## src/rtl/pipe_trap_ctrl.sv

```systemverilog
// Pipeline sequencer for the 5-stage RV64I core: hazard stalls, branch redirect,
// and the drain-then-commit sequences for trap entry and mret.
module pipe_trap_ctrl #(
    parameter int XLEN         = 64,
    parameter int DRAIN_CYCLES = 2,
    parameter int CNT_W        = 2
) (
    input  logic            clk_i,
    input  logic            rst_n_i,
    input  logic            id_valid_i,
    input  logic [XLEN-1:0] id_pc_i,
    input  logic            id_load_use_i,
    input  logic            id_ilegl_instr_i,
    input  logic            id_ecall_i,
    input  logic            id_ebreak_i,
    input  logic            id_mret_i,
    input  logic            ex_branch_taken_i,
    input  logic [XLEN-1:0] ex_branch_target_i,
    input  logic            mem_busy_i,
    input  logic [XLEN-1:0] csr_mtvec_i,
    input  logic [XLEN-1:0] csr_mepc_i,
    output logic            if_stall_o,
    output logic            id_stall_o,
    output logic            id_flush_o,
    output logic            ifid_flush_o,
    output logic            redirect_valid_o,
    output logic [XLEN-1:0] redirect_pc_o,
    output logic            trap_wen_o,
    output logic [XLEN-1:0] trap_mepc_o,
    output logic [XLEN-1:0] trap_mcause_o,
    output logic            mret_o
);

    typedef enum logic [2:0] {
        IDLE       = 3'd0,
        DRAIN_TRAP = 3'd1,
        TRAP       = 3'd2,
        DRAIN_MRET = 3'd3,
        MRET       = 3'd4
    } state_t;

    localparam logic [CNT_W-1:0] CNT_LOAD = CNT_W'(DRAIN_CYCLES);
    localparam logic [CNT_W-1:0] CNT_ONE  = CNT_W'(1);
    localparam logic [XLEN-1:0]  MTVEC_MASK = ~(XLEN'(3));

    state_t            r_state, w_state_nxt;
    logic [CNT_W-1:0]  r_cnt, w_cnt_nxt;
    logic [XLEN-1:0]   r_mepc, w_mepc_nxt;
    logic [XLEN-1:0]   r_mcause, w_mcause_nxt;
    logic              w_exc;

    // Cause encoding: illegal beats ebreak beats ecall.
    function automatic logic [XLEN-1:0] cause_sel(input logic ill, input logic ebrk);
        logic [XLEN-1:0] c;
        if (ill) begin
            c = XLEN'(2);
        end else if (ebrk) begin
            c = XLEN'(3);
        end else begin
            c = XLEN'(11);
        end
        return c;
    endfunction

    assign w_exc = id_valid_i & (id_ilegl_instr_i | id_ecall_i | id_ebreak_i);

    // State, drain counter and latched trap information.
    always_ff @(posedge clk_i) begin
        if (!rst_n_i) begin
            r_state  <= IDLE;
            r_cnt    <= '0;
            r_mepc   <= '0;
            r_mcause <= '0;
        end else begin
            r_state  <= w_state_nxt;
            r_cnt    <= w_cnt_nxt;
            r_mepc   <= w_mepc_nxt;
            r_mcause <= w_mcause_nxt;
        end
    end

    // Next-state and pipeline control outputs.
    always_comb begin
        w_state_nxt      = r_state;
        w_cnt_nxt        = r_cnt;
        w_mepc_nxt       = r_mepc;
        w_mcause_nxt     = r_mcause;
        if_stall_o       = 1'b0;
        id_stall_o       = 1'b0;
        id_flush_o       = 1'b0;
        ifid_flush_o     = 1'b0;
        redirect_valid_o = 1'b0;
        redirect_pc_o    = '0;
        trap_wen_o       = 1'b0;
        mret_o           = 1'b0;

        if (mem_busy_i) begin
            // A frozen memory stage freezes everything, including pending sequences.
            if_stall_o = 1'b1;
            id_stall_o = 1'b1;
        end else begin
            case (r_state)
                IDLE: begin
                    if (ex_branch_taken_i) begin
                        redirect_valid_o = 1'b1;
                        redirect_pc_o    = ex_branch_target_i;
                        ifid_flush_o     = 1'b1;
                        id_flush_o       = 1'b1;
                    end else if (w_exc) begin
                        if_stall_o   = 1'b1;
                        id_flush_o   = 1'b1;
                        w_mepc_nxt   = id_pc_i;
                        w_mcause_nxt = cause_sel(id_ilegl_instr_i, id_ebreak_i);
                        w_cnt_nxt    = CNT_LOAD;
                        w_state_nxt  = DRAIN_TRAP;
                    end else if (id_valid_i && id_mret_i) begin
                        if_stall_o  = 1'b1;
                        id_flush_o  = 1'b1;
                        w_cnt_nxt   = CNT_LOAD;
                        w_state_nxt = DRAIN_MRET;
                    end else if (id_valid_i && id_load_use_i) begin
                        if_stall_o = 1'b1;
                        id_flush_o = 1'b1;
                    end else begin
                        w_state_nxt = IDLE;
                    end
                end
                DRAIN_TRAP, DRAIN_MRET: begin
                    if_stall_o = 1'b1;
                    id_flush_o = 1'b1;
                    w_cnt_nxt  = r_cnt - CNT_ONE;
                    if (r_cnt == CNT_ONE) begin
                        w_state_nxt = (r_state == DRAIN_TRAP) ? TRAP : MRET;
                    end else begin
                        w_state_nxt = r_state;
                    end
                end
                TRAP: begin
                    trap_wen_o       = 1'b1;
                    redirect_valid_o = 1'b1;
                    redirect_pc_o    = csr_mtvec_i & MTVEC_MASK;
                    ifid_flush_o     = 1'b1;
                    id_flush_o       = 1'b1;
                    w_state_nxt      = IDLE;
                end
                MRET: begin
                    mret_o           = 1'b1;
                    redirect_valid_o = 1'b1;
                    redirect_pc_o    = csr_mepc_i;
                    ifid_flush_o     = 1'b1;
                    id_flush_o       = 1'b1;
                    w_state_nxt      = IDLE;
                end
                default: begin
                    w_state_nxt = IDLE;
                    w_cnt_nxt   = '0;
                end
            endcase
        end
    end

    assign trap_mepc_o   = r_mepc;
    assign trap_mcause_o = r_mcause;

endmodule

```

## config.mk

```make
export PLATFORM = sky130hd
export DESIGN_NAME = pipe_trap_ctrl
export DESIGN_NICKNAME = d
export VERILOG_FILES = /design/src/rtl/pipe_trap_ctrl.sv
export SDC_FILE = /design/constraint.sdc
export NUM_CORES = 1
export LEC_CHECK = 0
export BUFFER_PORTS_ARGS = -buffer_cell sky130_fd_sc_hd__buf_2
export CAP_MARGIN = 20
export CORE_AREA = 2 2 179 181
export DETAILED_ROUTE_END_ITERATION = 8
export DIE_AREA = 0 0 181 183
export PLACE_DENSITY = 0.5
export SYNTH_ARGS = -nofsm -noshare
export SYNTH_HDL_FRONTEND = slang
export SYNTH_SLANG_ARGS = --single-unit
```

## constraint.sdc

```tcl
create_clock -name clk_i -period 5 [get_ports clk_i]
set_clock_uncertainty 0.1 [all_clocks]
set_input_delay 0.5 -clock clk_i [delete_from_list [all_inputs] [get_ports clk_i]]
set_output_delay 0.5 -clock clk_i [all_outputs]
set_load 0.01 [all_outputs]
```

==> metrics.md <==
| Metric | Value |
|---|---|
| First-pass GRT wire length | 29.5 mm |
| Vias | 5770 |
| CP Launch Point | r_state[1] |
| Distinct cells, synth | 35 |
| Final WL | 19.6 mm |
| RSZ-0062 raised after global routing | no |
| Fin. Hold Viols | 0 |
| Max Freq | 295 MHz |
| WP data arrival | 2.80 ns |
| Drt first pass iters | 4 |
| Combinational share of power | 0.224 |
| Int Pwr | 1.11 mW |
| Pwr per Cell Area | 225 nW/um2 |
| Post-synthesis sequential area ratio | 0.300 |
| VDD IR max | 0.000118 V |
| Post-synth EDFFs | 0 |
| Synth top cells by count | 134 x nand2_1, 72 x dfxtp_1, 70 x nor2_1 |
| Leakage power | 3.60 nW |
| Cell Area, Synth | 4810 um2 |
| Post-route setup TNS | 0 ns |
| Post-Syn Instances | 639 |
| Reg area | 1440 um2 |
| Num ports | 465 |
| Worst-path clk slew | 0.07 ns |
| Hold WC Path Type | input port to flip-flop |
| Gr usage total | 0.111 |
| Design area | 7190 um2 |
| Crit path max fanout | 42 |
| Fin util | 0.230 |
| ANT nets after route | 0 |
| Core area | 31200 um2 |
| Max H-tree Level | 3 |
| Filler cells | 3562 |
| Layout cells sized above 1 | 0.435 |
| # placed instances | 1388 |
| Crit end category | primary output |
| Seq pwr share | 0.372 |
| Yosys synthesis warning count | 0 |
| Max Cap Violations | 0 |
| Area contributors post-synth | dfxtp_1 30%, a2bb2oi_1 11%, nand2_1 10% |
| GP Congestion | 0.724 |
| Net switching power figure | 505 uW |
| Tightest Pin Transition | 1.05 ns |
| R2R Setup Slk | 2.28 ns |
| Initial drt markers | 247 |
| Minimum clock period | 3.40 ns |
| Clock power share | 0.403 |
| Gates resized, CTS repair | 0 |
| Initial antenna violation count | 1 |
| Worst R2R End | trap_mcause_o[3] |
| WHS | 0.288 ns |
| Post-CTS Setup Bufs | 0 |
| Final setup vio count | 0 |
| Max Slew Vio Count | 0 |
| DP HPWL | 15.2 mm |
| Period utilisation layout | 0.679 |
| # port buffers | 401 |
| CTS max path bufs | 2 |
| # DRC | 0 |
| Initial Utilization | 0.154 |
| Worst Path Required | 4.40 ns |
| Clk_lat worst skew | 0.34 ns |
| Most frequent cell after synthesis | nand2_1 |
| CTS buffer count | 9 |
| GRT overflow | 0 |
| Post-synthesis area per instance | 7.52 um2 |
| Vias per cell | 4.11 |
| Startpoint types | flip-flop |
| Worst setup path end | redirect_pc_o[52] |
| Synth top area share | 0.300 |
| TritonCTS clock tree | built |
| Most used DFF post-synth | dfxtp_1 |
| DR WL/cell | 13.9 um |
| Dpl ws | 2.00 ns |
| Switching share of power | 0.312 |
| Final WS setup | 1.60 ns |
| Vias in the first global route | 5539 |
| Hold-fix buffers at CTS | 0 |
| Fin cells | 1405 |
| Nets | 1264 |
| Die Span X | 181 um |
| Final Power | 1.61 mW |
| Setup Crit Path Kind | flip-flop to primary output |
| RR Startpoint | r_state[2] |
| Row count | 65 |
| Cell type with the largest total area after synthesis | dfxtp_1 |
| Worst Hold Launch | id_pc_i[47] |
| Area Growth Syn to Fin | 49.6% |
| Ys async rst share | 0 |
| Die H | 183 um |
| Worst r2r path cells | 5 |
| CTS sink cnt | 72 |
| Die Area | 33100 um2 |
| Relative slew slack | 0.301 |
| Status | finished clean |
| #FFs+latches synth | 72 |
| Area of the multi-input gates | 2860 um2 |
| Dpl cell area | 6890 um2 |
| Largest net degree at the start of global routing | 74 |
| CTS root buf | clkbuf_16 |
-- layout make-up --
| cell class | count | share of cell area |
|---|---|---|
| diodes | 1 | 0.000348 |
| well taps | 402 | 0.0699 |
| repair buffers | 411 | 0.290 |
| multi-input cells | 501 | 0.398 |
| inverters | 2 | 0.00104 |
| clock inverters | 7 | 0.00957 |
| flip-flops and latches | 72 | 0.201 |
| clock buffers | 9 | 0.0313 |
-- worst min-delay path by stage --
stage / end / depth (start not counted)
2_1_floorplan: r_cnt[1] / 1
3_3_place_gp: trap_mepc_o[40] / 2
3_5_place_dp: trap_mepc_o[58] / 2
4_1_cts: trap_mepc_o[39] / 3
5_1_grt: trap_mepc_o[31] / 3
6_report: trap_mepc_o[47] / 3
-- critical path, cell delays in order, from the launching register on --
cell	delay, ns
dfxtp_1	0.31
buf_4	0.21
nor2b_4	0.86
buf_4	0.41
a22oi_1	0.21
a2bb2oi_1	0.17
nor2_1	0.11
buf_2	0.16
-- power by group through the flow --
stage / Sequential, mW / Combinational [mW] / Clock [mW]
after floorplan: 0.623 / 0.209 / 0
after detailed placement: 0.615 / 0.364 / 0
after CTS: 0.601 / 0.365 / 0.678
after global placement: 0.614 / 0.363 / 0
after global routing: 0.603 / 0.403 / 0.703
final: 0.601 / 0.362 / 0.651
-- state kept, by name (all words and copies together), names as in the netlist --
| signal | cells |
|---|---|
| trap_mepc_o | 64 |
| r_state | 3 |
| trap_mcause_o | 3 |
| r_cnt | 2 |
-- cells in the final DEF (no fill, tap or decap), types with 3 or more instances in the layout --
master	netlist	final
dfxtp_1	72	71
nor3_1	5	5
nand2b_1	6	5
inv_6	0	3
a22oi_1	64	64
clkbuf_16	0	9
conb_1	1	61
nand2_1	134	134
inv_8	0	3
buf_4	66	10
a21oi_1	4	4
buf_2	4	401
a21boi_1	15	15
a2bb2oi_1	62	62
a21boi_0	52	52
o21ai_0	5	5
nor2_1	70	70
-- per-layer routing --
layer	up-vias	part of all wire	global-route usage
li1	2830	-	-
met1	2658	0.41	0.132
met2	261	0.50	0.199
met3	21	0.060	0.0197
met4	0	0.024	0.0400
met5	-	0	0
-- cell families (layout without fill, tap and decap cells) --
group	count (synthesis)	count (layout)	synth area share
buffers and inverters	126	429	0.159
other	1	62	0.000780
muxes	1	1	0.00208
adders and majority gates	1	1	0.00260
DFF	72	72	0.300
AOI/OAI and AO/OA	209	209	0.339
and+or+nand+nor	229	229	0.197
No activity file was read; power rests on OpenSTA's default activity.
